==> src/rtl/dispatch_ctrl_if.sv <==
// Micro-op types shared by dispatch stages, plus the group handshake interface
// between the rename stage and the dispatch controller.
package dispatch_pkg;
  localparam int DISPATCH_WIDTH = 4;

  typedef enum logic [1:0] {
    IQ_NONE = 2'd0,
    IQ_INT  = 2'd1,
    IQ_MEM  = 2'd2,
    IQ_FP   = 2'd3
  } iq_code_e;

  typedef struct packed {
    logic     valid;
    iq_code_e iq_code;
    logic [15:0] payload;
  } micro_op_t;
endpackage

interface dispatch_if #(parameter int W = dispatch_pkg::DISPATCH_WIDTH);
  import dispatch_pkg::*;

  micro_op_t [W-1:0] uop_in;
  logic              uop_in_valid;
  logic              uop_in_ready;
  micro_op_t [W-1:0] uop_out;
  logic              uop_out_valid;

  modport master (
    output uop_in, uop_in_valid,
    input  uop_in_ready, uop_out, uop_out_valid
  );

  modport slave (
    input  uop_in, uop_in_valid,
    output uop_in_ready, uop_out, uop_out_valid
  );
endinterface

==> src/rtl/dispatch_ctrl.sv <==
// Dispatch flow control: credit-gated group admission into the steering register,
// flush recovery and stall-cycle accounting.
module dispatch_ctrl
  import dispatch_pkg::*;
#(
  parameter int DISPATCH_WIDTH = dispatch_pkg::DISPATCH_WIDTH,
  parameter int IQ_INT_SIZE    = 16,
  parameter int IQ_MEM_SIZE    = 16,
  parameter int IQ_FP_SIZE     = 16
) (
  input  logic                                i_clk,
  input  logic                                i_rst,
  input  logic                                i_flush,
  input  logic [$clog2(DISPATCH_WIDTH+1)-1:0] i_int_freed,
  input  logic [$clog2(DISPATCH_WIDTH+1)-1:0] i_mem_freed,
  input  logic [$clog2(DISPATCH_WIDTH+1)-1:0] i_fp_freed,
  dispatch_if.slave                           io_disp,
  output logic [31:0]                         o_stall_cycles,
  output logic                                o_credit_err
);
  localparam int FW    = $clog2(DISPATCH_WIDTH + 1);
  localparam int MAXSZ = (IQ_INT_SIZE > IQ_MEM_SIZE)
                         ? ((IQ_INT_SIZE > IQ_FP_SIZE) ? IQ_INT_SIZE : IQ_FP_SIZE)
                         : ((IQ_MEM_SIZE > IQ_FP_SIZE) ? IQ_MEM_SIZE : IQ_FP_SIZE);
  localparam int CW    = $clog2(MAXSZ + 1);
  localparam int SW    = CW + 1;

  typedef enum logic [0:0] {RUN = 1'b0, RECOVER = 1'b1} state_t;

  state_t                        r_state;
  logic [CW-1:0]                 r_cred_int, r_cred_mem, r_cred_fp;
  micro_op_t [DISPATCH_WIDTH-1:0] r_uop_out;
  logic                          r_uop_out_valid;
  logic [31:0]                   r_stall_cycles;
  logic                          r_credit_err;

  logic [FW-1:0] w_n_int, w_n_mem, w_n_fp;
  logic          w_ready, w_fire, w_stall, w_run;
  logic [SW-1:0] w_sum_int, w_sum_mem, w_sum_fp;
  logic          w_ovf_int, w_ovf_mem, w_ovf_fp;

  always_comb begin
    w_n_int = '0;
    w_n_mem = '0;
    w_n_fp  = '0;
    for (int i = 0; i < DISPATCH_WIDTH; i++) begin
      if (io_disp.uop_in[i].valid) begin
        case (io_disp.uop_in[i].iq_code)
          IQ_INT:  w_n_int = w_n_int + FW'(1);
          IQ_MEM:  w_n_mem = w_n_mem + FW'(1);
          IQ_FP:   w_n_fp  = w_n_fp  + FW'(1);
          default: ;
        endcase
      end
    end
  end

  assign w_run   = (r_state == RUN) && !i_flush;
  assign w_ready = w_run
                   && (SW'(w_n_int) <= SW'(r_cred_int))
                   && (SW'(w_n_mem) <= SW'(r_cred_mem))
                   && (SW'(w_n_fp)  <= SW'(r_cred_fp));
  assign w_fire  = io_disp.uop_in_valid && w_ready;
  assign w_stall = w_run && io_disp.uop_in_valid && !w_ready;

  // Fire implies n <= credit, so the subtraction never wraps.
  assign w_sum_int = SW'(r_cred_int) - (w_fire ? SW'(w_n_int) : SW'(0)) + SW'(i_int_freed);
  assign w_sum_mem = SW'(r_cred_mem) - (w_fire ? SW'(w_n_mem) : SW'(0)) + SW'(i_mem_freed);
  assign w_sum_fp  = SW'(r_cred_fp)  - (w_fire ? SW'(w_n_fp)  : SW'(0)) + SW'(i_fp_freed);
  assign w_ovf_int = w_sum_int > SW'(IQ_INT_SIZE);
  assign w_ovf_mem = w_sum_mem > SW'(IQ_MEM_SIZE);
  assign w_ovf_fp  = w_sum_fp  > SW'(IQ_FP_SIZE);

  always_ff @(posedge i_clk or posedge i_rst) begin
    if (i_rst) begin
      r_state         <= RUN;
      r_cred_int      <= CW'(IQ_INT_SIZE);
      r_cred_mem      <= CW'(IQ_MEM_SIZE);
      r_cred_fp       <= CW'(IQ_FP_SIZE);
      r_uop_out       <= '0;
      r_uop_out_valid <= 1'b0;
      r_stall_cycles  <= '0;
      r_credit_err    <= 1'b0;
    end else begin
      r_uop_out_valid <= w_fire;
      if (w_fire) r_uop_out <= io_disp.uop_in;
      if (w_stall) r_stall_cycles <= r_stall_cycles + 32'd1;

      case (r_state)
        RUN:     if (i_flush) r_state <= RECOVER;
        RECOVER: if (!i_flush) r_state <= RUN;
        default: r_state <= RUN;
      endcase

      // Flushed queues are empty, and releases are ignored outside RUN.
      if (i_flush) begin
        r_cred_int <= CW'(IQ_INT_SIZE);
        r_cred_mem <= CW'(IQ_MEM_SIZE);
        r_cred_fp  <= CW'(IQ_FP_SIZE);
      end else if (r_state == RUN) begin
        r_cred_int <= w_ovf_int ? CW'(IQ_INT_SIZE) : CW'(w_sum_int);
        r_cred_mem <= w_ovf_mem ? CW'(IQ_MEM_SIZE) : CW'(w_sum_mem);
        r_cred_fp  <= w_ovf_fp  ? CW'(IQ_FP_SIZE)  : CW'(w_sum_fp);
        if (w_ovf_int || w_ovf_mem || w_ovf_fp) r_credit_err <= 1'b1;
      end
    end
  end

  assign io_disp.uop_in_ready  = w_ready;
  assign io_disp.uop_out       = r_uop_out;
  assign io_disp.uop_out_valid = r_uop_out_valid;
  assign o_stall_cycles        = r_stall_cycles;
  assign o_credit_err          = r_credit_err;
endmodule

==> src/flat_wrapper.sv <==
// flat-port wrapper written by rule: the top's interface ports become plain ports
module dispatch_ctrl_flat import dispatch_pkg::*;
#(
  parameter int DISPATCH_WIDTH = dispatch_pkg::DISPATCH_WIDTH,
  parameter int IQ_INT_SIZE    = 16,
  parameter int IQ_MEM_SIZE    = 16,
  parameter int IQ_FP_SIZE     = 16
)
  (i_clk, i_rst, i_flush, i_int_freed, i_mem_freed, i_fp_freed, o_stall_cycles, o_credit_err, io_disp_uop_in, io_disp_uop_in_valid, io_disp_uop_in_ready, io_disp_uop_out, io_disp_uop_out_valid);
  dispatch_if io_disp_i ();
  input  logic i_clk;
  input  logic i_rst;
  input  logic i_flush;
  input  logic [$clog2(DISPATCH_WIDTH+1)-1:0] i_int_freed;
  input  logic [$clog2(DISPATCH_WIDTH+1)-1:0] i_mem_freed;
  input  logic [$clog2(DISPATCH_WIDTH+1)-1:0] i_fp_freed;
  output logic [31:0] o_stall_cycles;
  output logic o_credit_err;
  input wire logic [$bits(io_disp_i.uop_in)-1:0] io_disp_uop_in;
  input wire logic [$bits(io_disp_i.uop_in_valid)-1:0] io_disp_uop_in_valid;
  output wire logic [$bits(io_disp_i.uop_in_ready)-1:0] io_disp_uop_in_ready;
  output wire logic [$bits(io_disp_i.uop_out)-1:0] io_disp_uop_out;
  output wire logic [$bits(io_disp_i.uop_out_valid)-1:0] io_disp_uop_out_valid;
  assign io_disp_i.uop_in = io_disp_uop_in;
  assign io_disp_i.uop_in_valid = io_disp_uop_in_valid;
  assign io_disp_uop_in_ready = io_disp_i.uop_in_ready;
  assign io_disp_uop_out = io_disp_i.uop_out;
  assign io_disp_uop_out_valid = io_disp_i.uop_out_valid;
  dispatch_ctrl #(.DISPATCH_WIDTH(DISPATCH_WIDTH), .IQ_INT_SIZE(IQ_INT_SIZE), .IQ_MEM_SIZE(IQ_MEM_SIZE), .IQ_FP_SIZE(IQ_FP_SIZE)) u_core (.i_clk(i_clk), .i_rst(i_rst), .i_flush(i_flush), .i_int_freed(i_int_freed), .i_mem_freed(i_mem_freed), .i_fp_freed(i_fp_freed), .io_disp(io_disp_i), .o_stall_cycles(o_stall_cycles), .o_credit_err(o_credit_err));
endmodule
==> config.mk <==
export PLATFORM = sky130hd
export DESIGN_NAME = dispatch_ctrl_flat
export DESIGN_NICKNAME = d
export VERILOG_FILES = /design/src/rtl/dispatch_ctrl_if.sv /design/src/rtl/dispatch_ctrl.sv /design/src/flat_wrapper.sv
export SDC_FILE = /design/constraint.sdc
export NUM_CORES = 1
export LEC_CHECK = 0
export BUFFER_PORTS_ARGS = -buffer_cell sky130_fd_sc_hd__buf_2
export CAP_MARGIN = 10
export CELL_PAD_IN_SITES_DETAIL_PLACEMENT = 1
export CELL_PAD_IN_SITES_GLOBAL_PLACEMENT = 1
export CORE_ASPECT_RATIO = 1.5
export CORE_MARGIN = 2
export CORE_UTILIZATION = 43
export CTS_CLUSTER_SIZE = 12
export DETAILED_ROUTE_END_ITERATION = 8
export PLACE_DENSITY = 0.83
export SLEW_MARGIN = 10
export SYNTH_ARGS = -nofsm -noshare
export SYNTH_HDL_FRONTEND = slang
export SYNTH_SLANG_ARGS = --single-unit
==> constraint.sdc <==
create_clock -name i_clk -period 16.31 [get_ports i_clk]
set_input_delay 4.0775 -clock i_clk [delete_from_list [all_inputs] [get_ports i_clk]]
set_output_delay 4.0775 -clock i_clk [all_outputs]
set_load 0.02 [all_outputs]
==> summary.md, run 1 <==
| Metric | Value |
|---|---|
| Starting DRT DRC Count | `between 150 and 200` |
| Register area share after synthesis | `0.478` |
| Ports | `200` |
| Comb power frac | `0.413` |
| Global Route Usage Sum | `0.247` |
| Clock skew | `11.1 ps` |
| Via/cell ratio | `roughly 5.3` |
| # fillers | `around 1600` |
| Post-route antenna net violation count | `0` |
| Yosys reg bits | `roughly 130` |
| Clk pwr share | `0.273` |
| Cell Area, Synth | `roughly 6600 um2` |
| Yosys top cell area share | `0.466` |
| Final min period | `between 10000 and 15000 ps` |
| Die Y | `approximately 160 um` |
| Total power divided by cell area | `~190 nW/um2` |
| YS warnings | `0` |
| Worst EP required | `12230 ps` |
| R2r endpoint | `u_core.o_credit_err` |
| Nets | `roughly 900` |
| RSZ-0062 raised after global routing | `no` |
| Total power | `1.62 mW` |
| Largest net degree at the start of global routing | `81` |
| Post_cts resized | `0` |
| Worst slack, placed | `4910 ps` |
| Setup Crit Path Kind | `in -> out` |
| Layout cells sized above 1 | `0.326` |
| Mapped Nets | `between 600 and 700` |
| Critical path capture point type | `output port` |
| Routability cong. | `~0.8` |
| Worst-Skew Late Latency | `approximately 420 ps` |
| Asr flop ratio synth | `1.00` |
| Die width | `105 um` |
| Crit share post-route | `0.707` |
| CTS Root Cell | `clkbuf_16` |
| Final Hold Fails | `0` |
| Crit path launch type | `input pin` |
| Vias in the first global route | `~5900` |
| Antenna violations before repair | `1` |
| Reg2reg start | `u_core.r_cred_mem[2]` |
| Hold slack | `around 470 ps` |
| Final worst setup slack | `4770 ps` |
| Finished layout cell area | `between 8000 and 9000 um2` |
| Netlist cell types | `between 50 and 60` |
| WL final | `19400 um` |
| WL per Instance | `slightly below 20 um` |
| Reg power frac | `0.315` |
| H-tree depth | `4` |
| Starting Density | `0.438` |
| Largest fanout on the critical path | `5` |
| Min-delay worst type | `reg -> reg` |
| EDFF count, synth | `0` |
| Fmax | `about 87 MHz` |
| Core Area | `between 15000 and 20000 um2` |
| Pint | `approximately 980 uW` |
| Final Setup Violations | `0` |
| Hold path depth | `1` |
| CTS Buf Count | `17` |
| Post-Layout Cell Count | `approximately 1000` |
| Flip-flop and latch area | `about 3200 um2` |
| Clk buf depth | `2` |
| Row Count | `55` |
| Area added between synthesis and finish | `28.9%` |
| Post-route DRC | `0` |
| Sw Share | `0.394` |
| Clock Sinks | `126` |
| Mean Syn Cell Area | `~12 um2` |
| Outcome | `completed` |
| Most frequent cells in the layout | `buf_2 (199), dfrtp_1 (123), mux2_1 (76)` |
| Worst-path clk slew | `approximately 60 ps` |
| Switching Power | `~640 uW` |
| Final TNS setup | `0 ps` |
| Area contributors post-synth | `dfrtp_1 (47%), mux2_1 (13%), ha_1 (7.6%)` |
| Register-to-Register Path Depth | `20` |
| Most common cell after layout, fill and taps aside | `buf_2` |
| Setup bufs post-CTS | `0` |
| Cell taking the most area after synthesis | `dfrtp_1` |
| Vias post-DR | `approximately 5200` |
| Worst EP arrival | `between 7000 and 8000 ps` |
| Total grt overflow | `0` |
| Max Cap Viol | `0` |
| CP Launch Point | `io_disp_uop_in[16]` |
| Gate Count Post-Synth | `554` |
| First-pass DRT Iterations | `4` |
| Top_reg_cell synth | `dfrtp_1` |
| Final Max Slew Viols | `0` |
| Worst Setup EP | `io_disp_uop_in_ready` |
| Area of the die | `around 16000 um2` |
| Post-DP HPWL | `~14000 um` |
| Utilization after layout | `0.565` |
| Buffers on Ports | `between 150 and 200` |
| Cts hold-fix bufs | `0` |
| Placed cell count | `943` |
| Multi-input gate area | `3190 um2` |
| CTS tree | `yes` |
| Worst-margin pin slew | `1110 ps` |
| Global-route wire length before repair | `about 31000 um` |
| Flop2flop setup slack | `approximately 11000 ps` |
| Worst VDD drop | `between 80 and 90 uV` |
| DP Area | `7820 um2` |
| Pleak | `between 4 and 5 nW` |
| Rel. slew slack | `0.258` |
[worst max-delay path, cell delays in order]
cell      delay (ps)
buf_2            130
and3b_1          190
ha_1             300
mux2_2           300
ha_1             300
mux2_2           280
ha_1             190
nand4b_1         140
xor2_1           270
ha_1             320
a21oi_1          220
nand2_1          100
a221oi_2         390
buf_2            250
[how the worst min path moves through the flow]
stage	from	endpoint	slack, ps
after global placement	u_core.o_stall_cycles[31]	u_core.o_stall_cycles[31]	450
after detailed placement	u_core.o_stall_cycles[31]	u_core.o_stall_cycles[31]	460
after global routing	u_core.o_stall_cycles[31]	u_core.o_stall_cycles[31]	480
after CTS	u_core.o_stall_cycles[31]	u_core.o_stall_cycles[31]	470
after floorplan	u_core.r_cred_fp[2]	u_core.r_cred_fp[2]	470
final	u_core.o_stall_cycles[31]	u_core.o_stall_cycles[31]	470
[cells in the mapped netlist, types with 5 or more instances]
library cell / count
mux2_2: 9
ha_1: 40
nor2_1: 17
nand3b_1: 7
nor4_1: 5
xnor2_1: 16
nand2_1: 18
fa_1: 9
and4_1: 5
nor2b_1: 6
nand4b_1: 5
mux2_1: 76
buf_2: 8
dfrtp_1: 123
o21ai_0: 6
nand3_1: 12
o22ai_1: 10
nor3_1: 17
xor2_1: 35
inv_1: 56
a21oi_1: 10
and3_1: 10
[routing by layer]
| metal | track usage | routed length [um] |
|---|---|---|
| met5 | 0 | 0 |
| met4 | 0.0959 | 601 |
| met3 | 0.0614 | 970 |
| met2 | 0.481 | 11000 |
| met1 | 0.247 | 6850 |
[cell families (layout without fill, tap and decap cells)]
family          after synthesis  count (layout)  share of synthesized area
simple gates                123             123                      0.111
other cells                   0               1                          0
buf+inv                      68             290                     0.0402
compound gates               52              52                     0.0546
mux                          85              85                      0.145
fa+ha+maj                    49              49                      0.103
xor+xnor                     51              51                     0.0677
flops                       126             126                      0.478
[power by group through the flow]
stage          clock network, mW  logic [mW]  registers, mW
2_1_floorplan                  0       0.307          0.630
3_3_place_gp                   0       0.635          0.498
3_5_place_dp                   0       0.668          0.511
4_1_cts                    0.449       0.677          0.510
5_1_grt                    0.465       0.728          0.523
6_report                   0.442       0.668          0.510
[sequential cells by signal, indices dropped and copies added (netlist names)]
register and count:
u_core.r_state 1, u_core.o_stall_cycles 32, u_core.r_cred_fp 5, u_core.io_disp.uop_out 76, u_core.o_credit_err 1, u_core.r_cred_mem 5, u_core.r_cred_int 5, u_core.io_disp.uop_out_valid 1
[final cells by class]
type / instances / area share
Clock inverter: 14 / 0.0297
Inverter: 56 / 0.0250
Antenna cell: 1 / 0.000294
Sequential cell: 126 / 0.371
Tap cell: 199 / 0.0293
Multi-Input combinational cell: 360 / 0.375
Timing Repair Buffer: 202 / 0.120
Clock buffer: 18 / 0.0504
Note: power is estimated with default switching activity, not from simulation.
==> run 2: changes to the inputs <==
--- a/config.mk
+++ b/config.mk
@@ -5,16 +5,17 @@
 export SDC_FILE = /design/constraint.sdc
 export NUM_CORES = 1
 export LEC_CHECK = 0
+export ABC_AREA = 1
 export BUFFER_PORTS_ARGS = -buffer_cell sky130_fd_sc_hd__buf_2
 export CAP_MARGIN = 10
 export CELL_PAD_IN_SITES_DETAIL_PLACEMENT = 1
 export CELL_PAD_IN_SITES_GLOBAL_PLACEMENT = 1
 export CORE_ASPECT_RATIO = 1.5
 export CORE_MARGIN = 2
-export CORE_UTILIZATION = 43
+export CORE_UTILIZATION = 34
 export CTS_CLUSTER_SIZE = 12
 export DETAILED_ROUTE_END_ITERATION = 8
-export PLACE_DENSITY = 0.83
+export PLACE_DENSITY = 0.74
 export SLEW_MARGIN = 10
 export SYNTH_ARGS = -nofsm -noshare
 export SYNTH_HDL_FRONTEND = slang
==> constraint.sdc (replaced) <==
create_clock -name i_clk -period 9.36 [get_ports i_clk]
set_input_delay 2.34 -clock i_clk [delete_from_list [all_inputs] [get_ports i_clk]]
set_output_delay 2.34 -clock i_clk [all_outputs]
set_load 0.02 [all_outputs]
==> run 2 against run 1 <==
  * Global-route usage down 4.2 points
  * Sequential share of layout area is 2.9 points lower
  * Utilization decreased by 14 points
  * Final area rose by 8.6%
  * Final cell count rose by 51%
  * Combinational power grew 84%
  * Clock power increased by 56%
  * Critical path depth is 7 higher
  * Largest cell class unchanged
  * Largest power group unchanged
==> summary.md, run 2 <==
| Metric | Value |
|---|---|
| Outcome | `completed` |
| Final Hold Fails | `0` |
| EDFF count, synth | `0` |
| Worst EP arrival | `between 5000 and 6000 ps` |
| WL final | `roughly 24000 um` |
| Starting DRT DRC Count | `260` |
| Worst-path clk slew | `around 60 ps` |
| Starting Density | `0.344` |
| Final TNS setup | `0 ps` |
| Layout cells sized above 1 | `0.206` |
| Clk buf depth | `2` |
| Vias in the first global route | `roughly 7600` |
| Rel. slew slack | `0.266` |
| Post-DP HPWL | `17800 um` |
| Area of the die | `around 23000 um2` |
| Total power divided by cell area | `between 300 and 400 nW/um2` |
| Most frequent cell after synthesis | `nand2_1` |
| Gate Count Post-Synth | `998` |
| Row Count | `66` |
| Total grt overflow | `0` |
| Setup Crit Path Kind | `in -> out` |
| Final Setup Violations | `0` |
| YS warnings | `0` |
| Worst-Skew Late Latency | `430 ps` |
| Clock skew | `slightly below 10 ps` |
| Top cells by count, synth | `nand2_1 (415), dfrtp_1 (123), inv_1 (122)` |
| Top_reg_cell synth | `dfrtp_1` |
| Antenna violations before repair | `1` |
| Placed cell count | `between 1000 and 1500` |
| Largest fanout on the critical path | `3` |
| # fillers | `around 2800` |
| Clock Sinks | `126` |
| Max Cap Viol | `0` |
| CTS Root Cell | `clkbuf_16` |
| Post-route DRC | `0` |
| CTS tree | `yes` |
| Sum of routed wire segments on met1 | `approximately 9000 um` |
| Pleak | `approximately 5 nW` |
| Setup bufs post-CTS | `0` |
| Top Metal Used | `met5` |
| Area contributors post-synth | `dfrtp_1 (41%), nand2_1 (21%), ha_1 (6.7%)` |
| Min-delay worst type | `reg -> reg` |
| CTS Buf Count | `17` |
| Worst VDD drop | `roughly 140 uV` |
| Most common cell after layout, fill and taps aside | `nand2_1` |
| Final min period | `between 7000 and 8000 ps` |
| Die Y | `about 190 um` |
| H-tree depth | `4` |
| Worst EP required | `7020 ps` |
| Die width | `~120 um` |
| Multi-input gate area | `about 3600 um2` |
| Worst-margin pin slew | `between 1000 and 1500 ps` |
| Nets | `~1300` |
| Core Area | `approximately 22000 um2` |
| Critical path capture point type | `output port` |
| Flip-flop and latch area | `approximately 3200 um2` |
| Via/cell ratio | `slightly below 5` |
| Yosys reg bits | `around 130` |
| Global Route Usage Sum | `0.205` |
| Crit path launch type | `input pin` |
| Fmax | `roughly 130 MHz` |
| Cts hold-fix bufs | `0` |
| Global-route wire length before repair | `37600 um` |
| Largest register FFs | `between 70 and 80` |
| Post-route antenna net violation count | `0` |
| Post-Layout Cell Count | `between 1000 and 1500` |
| Mapped Nets | `1136` |
| Register area share after synthesis | `0.424` |
| Routability cong. | `around 0.87` |
| N_diodes | `0` |
| Met3 wire length | `about 870 um` |
| Most frequent cells in the layout | `nand2_1 (415), buf_2 (199), dfrtp_1 (123)` |
| RSZ-0062 raised after global routing | `no` |
| DR WL met2 | `roughly 13000 um` |
| Crit share post-route | `0.827` |
| Post_cts resized | `0` |
| Vias post-DR | `between 7000 and 8000` |
| Area added between synthesis and finish | `24.1%` |
| Yosys top cell area share | `0.413` |
| Largest net degree at the start of global routing | `about 70` |
| Netlist cell types | `34` |
| Buffers on Ports | `between 150 and 200` |
| Cell taking the most area after synthesis | `dfrtp_1` |
| WL per Instance | `16.1 um` |
| Final Max Slew Viols | `0` |
| Mean Syn Cell Area | `7.46 um2` |
| First-pass DRT Iterations | `4` |
| Asr flop ratio synth | `1.00` |
| Cell Area, Synth | `7450 um2` |
| Ports | `200` |
[run 2: logic make-up (layout without fill, tap and decap cells)]
kind of cell | Yosys count | count (layout) | synth area share
xor gates and xnor gates | 32 | 32 | 0.0376
DFF | 126 | 126 | 0.424
buffers and inverters | 154 | 361 | 0.0870
AOI/OAI and AO/OA | 56 | 56 | 0.0392
and+or+nand+nor | 581 | 581 | 0.321
adders and majority gates | 49 | 49 | 0.0914
[run 2: cell type report]
type	count	share of cell area
Tap cell	272	0.0368
Inverter	127	0.0519
Clock buffer	23	0.0507
Multi-Input combinational cell	718	0.394
Clock inverter	9	0.0146
Timing Repair Buffer	202	0.110
Sequential cell	126	0.342
[run 2: stage by stage]
stage	cell area (um2)	power (mW)	util	worst slack [ps]	hold WS [ps]
after floorplan	7450	1.69	-	2210	469
after global placement	8640	2.06	0.399	1720	457
after detailed placement	8640	2.10	0.399	1470	460
after CTS	9240	2.81	0.427	1550	475
after global routing	9240	2.99	0.427	1290	501
final	9240	2.78	0.427	1620	472
[run 2: final timing paths]
check | depth (start not counted) | from | slack, ps | end
hold / removal | 2 | u_core.io_disp.uop_out[38] | 470 | u_core.io_disp.uop_out[38]
hold reg to reg | 2 | u_core.io_disp.uop_out[38] | 470 | u_core.io_disp.uop_out[38]
max in group asynchronous | 3 | i_rst | 5920 | u_core.io_disp.uop_out[36]
setup / recovery | 21 | io_disp_uop_in[18] | 1620 | io_disp_uop_in_ready
min in group asynchronous | 2 | i_rst | 2080 | u_core.o_stall_cycles[8]
setup reg to reg | 21 | u_core.r_cred_fp[2] | 5300 | u_core.o_credit_err
[run 2: where the power goes]
part | switching (mW) | total, mW | leakage (nW) | internal, mW
clock network | 0.255 | 0.688 | 0.295 | 0.434
registers | 0.114 | 0.858 | 1.62 | 0.744
logic | 0.835 | 1.23 | 3.23 | 0.396
[run 2: layer usage]
layer | vias up | track usage
met4 | 2 | 0.0831
met5 | - | 0
met2 | 157 | 0.399
li1 | 3477 | -
met1 | 3423 | 0.214
met3 | 51 | 0.0413
[run 2: critical path, cell delays in order]
cell	delay, ps
buf_2	100
inv_1	70
nor3_1	330
ha_1	290
nand2_1	70
nand2_1	80
ha_1	290
nand2_1	60
o21ai_0	110
ha_1	310
inv_1	30
o21ai_0	250
ha_1	280
nand2_1	60
inv_1	40
nand2_1	60
nand2_1	50
nand3_1	140
nand2_1	110
nor2_4	120
buf_2	210
==> run 3: changes to the inputs <==
--- a/config.mk
+++ b/config.mk
@@ -5,17 +5,17 @@
 export SDC_FILE = /design/constraint.sdc
 export NUM_CORES = 1
 export LEC_CHECK = 0
-export ABC_AREA = 1
+export ABC_AREA = 0
 export BUFFER_PORTS_ARGS = -buffer_cell sky130_fd_sc_hd__buf_2
 export CAP_MARGIN = 10
 export CELL_PAD_IN_SITES_DETAIL_PLACEMENT = 1
 export CELL_PAD_IN_SITES_GLOBAL_PLACEMENT = 1
 export CORE_ASPECT_RATIO = 1.5
 export CORE_MARGIN = 2
-export CORE_UTILIZATION = 34
+export CORE_UTILIZATION = 40
 export CTS_CLUSTER_SIZE = 12
 export DETAILED_ROUTE_END_ITERATION = 8
-export PLACE_DENSITY = 0.74
+export PLACE_DENSITY = 0.78
 export SLEW_MARGIN = 10
 export SYNTH_ARGS = -nofsm -noshare
 export SYNTH_HDL_FRONTEND = slang
==> constraint.sdc (replaced) <==
create_clock -name i_clk -period 8 [get_ports i_clk]
set_input_delay 2 -clock i_clk [delete_from_list [all_inputs] [get_ports i_clk]]
set_output_delay 2 -clock i_clk [all_outputs]
set_load 0.02 [all_outputs]
==> run 3 against run 2 <==
  * Utilization up 9.3 points
  * Final area shrank 8.8%
  * Clock power is 11% higher
  * Via count decreased by 28%
  * Wire length decreased by 22%
  * Register-to-register slack worse by 1700 ps
  * Worst setup slack lost 1100 ps
  * Combinational power is 9.8% higher
  * Non-clock buffer count grew 1
  * First-iteration DRC count down 21%
  * Die area fell by 24%
  * Sequential power is 20% higher
  * Critical path type is now in -> reg
  * Critical endpoint is now u_core.o_credit_err
==> summary.md, run 3 (synthesis results as in run 1) <==
| Metric | Value |
|---|---|
| WL final | `about 18000 um` |
| Post-DP HPWL | `14500 um` |
| Row Count | `between 50 and 60` |
| WL per Instance | `between 15 and 20 um` |
| Hold path depth | `1` |
| Die width | `109 um` |
| Die Y | `161 um` |
| Antenna violations before repair | `0` |
| CTS tree | `yes` |
| Worst EP required | `8300 ps` |
| Hold Crit Start | `u_core.io_disp.uop_out[1]` |
| Via/cell ratio | `5.18` |
| Crit path launch type | `input pin` |
| Routability cong. | `between 0.8 and 0.9` |
| CTS Root Cell | `clkbuf_16` |
| Clock skew | `~11 ps` |
| Register-to-Register Path Depth | `15` |
| M2 GR Usage | `0.414` |
| Most common cell after layout, fill and taps aside | `buf_2` |
| Post-route DRC | `0` |
| Starting Density | `0.408` |
| Total grt overflow | `0` |
| Post-Layout Cell Count | `983` |
| Final min period | `~7500 ps` |
| Utilization after layout | `0.520` |
| Core Area | `approximately 16000 um2` |
| Buffers on Ports | `approximately 200` |
| Met1 usage | `0.224` |
| Worst-Skew Late Latency | `~410 ps` |
| Final TNS setup | `0 ps` |
| # fillers | `1794` |
| Global-route wire length before repair | `just under 30000 um` |
| N_diodes | `0` |
| Post-route antenna net violation count | `0` |
| Met3 GRT Util | `0.0400` |
| Fmax | `about 130 MHz` |
| Critical path's slowest cell | `a221oi_2` |
| Worst-margin pin slew | `989 ps` |
| Area added between synthesis and finish | `27.6%` |
| Clk buf depth | `2` |
| WHS Endpoint | `u_core.io_disp.uop_out[1]` |
| Busiest grt layer | `met2` |
| Finished layout cell area | `roughly 8400 um2` |
| Worst-path clk slew | `around 60 ps` |
| Outcome | `completed` |
| Ports | `200` |
| Largest register FFs | `76` |
| Final Setup Violations | `0` |
| Largest fanout on the critical path | `7` |
| Final Max Slew Viols | `0` |
| Most frequent cells in the layout | `buf_2 (199), dfrtp_1 (123), mux2_1 (76)` |
| Hold slack | `approximately 490 ps` |
| Crit share post-route | `0.936` |
| Global Route Usage Sum | `0.216` |
| Most common cell on crit path | `ha_1` |
| Setup Crit Path Kind | `in -> reg` |
| Total power divided by cell area | `373 nW/um2` |
| Flip-flop and latch area | `about 3200 um2` |
| Vias post-DR | `just over 5000` |
| Worst path cell trace | `buf_2 > and3b_1 > ha_1 > mux2_2 > ha_1 > mux2_2 > ha_1 > mux2_2 > ha_1 > a41oi_1 > a221oi_2 > and3_1 > fa_1 > inv_1 > ha_1 > a211o_1 > o21ai_0 > xnor2_1 > nor4b_1 > o22ai_1 > o32a_1` |
| H-tree depth | `4` |
| Slowest stage delay, CP | `approximately 540 ps` |
| Layout cells sized above 1 | `0.328` |
| Clock Sinks | `around 130` |
| Nets | `902` |
| RSZ-0062 raised after global routing | `no` |
| Worst EP arrival | `roughly 7800 ps` |
| Multi-input gate area | `3190 um2` |
| CTS Buf Count | `17` |
| DP Area | `between 7000 and 8000 um2` |
| Critical path capture point type | `flip-flop` |
| Placed cell count | `~950` |
| Rel. slew slack | `0.341` |
| Starting DRT DRC Count | `206` |
| Vias in the first global route | `between 5000 and 6000` |
| Total power | `between 3 and 4 mW` |
| Worst slack, placed | `roughly 120 ps` |
| Final worst setup slack | `about 510 ps` |
| Final Hold Fails | `0` |
| Pleak | `roughly 4.3 nW` |
| Cts hold-fix bufs | `0` |
| Setup bufs post-CTS | `0` |
| R2r endpoint | `u_core.o_credit_err` |
| Min-delay worst type | `reg -> reg` |
| Area of the die | `17600 um2` |
| Flop2flop setup slack | `3610 ps` |
| Largest net degree at the start of global routing | `78` |
| Post_cts resized | `0` |
| Worst VDD drop | `roughly 150 uV` |
| Max Cap Viol | `0` |
| First-pass DRT Iterations | `4` |
| Reg2reg start | `u_core.r_cred_fp[2]` |
[run 3: changes by cell type in the layout (fill, tap and decap cells not counted), sizes merged, moves of 9 or more]
cell   previous run  this run
inv             126        65
nor2             61        17
and3              0        10
o22ai             1        10
nand2           417        18
xnor2             7        16
o21ai            36         7
nand3            66        13
mux2              0        85
xor2             25        35
[run 3: worst max-delay path, delay by kind of cell]
kind            cells  cell delay (ps)
compound gates      6             1670
xor+xnor            1              130
fa+ha+maj           6             1870
buf+inv             2              240
mux                 3              860
simple gates        3             1020
[run 3: metal layers]
| layer | vias to the layer above | wire length (um) |
|---|---|---|
| met3 | 33 | 801 |
| met1 | 2569 | 6730 |
| met5 | - | 0 |
| li1 | 2352 | - |
| met2 | 139 | 10400 |
| met4 | 0 | 509 |
[run 3: final cells by class]
cell class	instances	share of cell area
multi-input combinational	360	0.378
sequential	126	0.375
timing repair buffer	203	0.122
clock buffer	18	0.0521
tap	206	0.0306
inverter	56	0.0253
clock inverter	14	0.0169
[run 3: where the power goes]
group,switching [mW],internal (mW),leakage (nW)
registers,0.144,0.884,1.54
logic,0.827,0.524,2.50
clock network,0.315,0.447,0.283
total,1.29,1.85,4.32
[run 3: worst max-delay path by stage]
stage / from / endpoint
floorplan: io_disp_uop_in[16] / u_core.o_credit_err
global placement: io_disp_uop_in[17] / u_core.o_credit_err
detailed placement: io_disp_uop_in[17] / u_core.o_credit_err
CTS: io_disp_uop_in[17] / u_core.o_credit_err
global route: io_disp_uop_in[17] / u_core.o_credit_err
finish: io_disp_uop_in[17] / u_core.o_credit_err
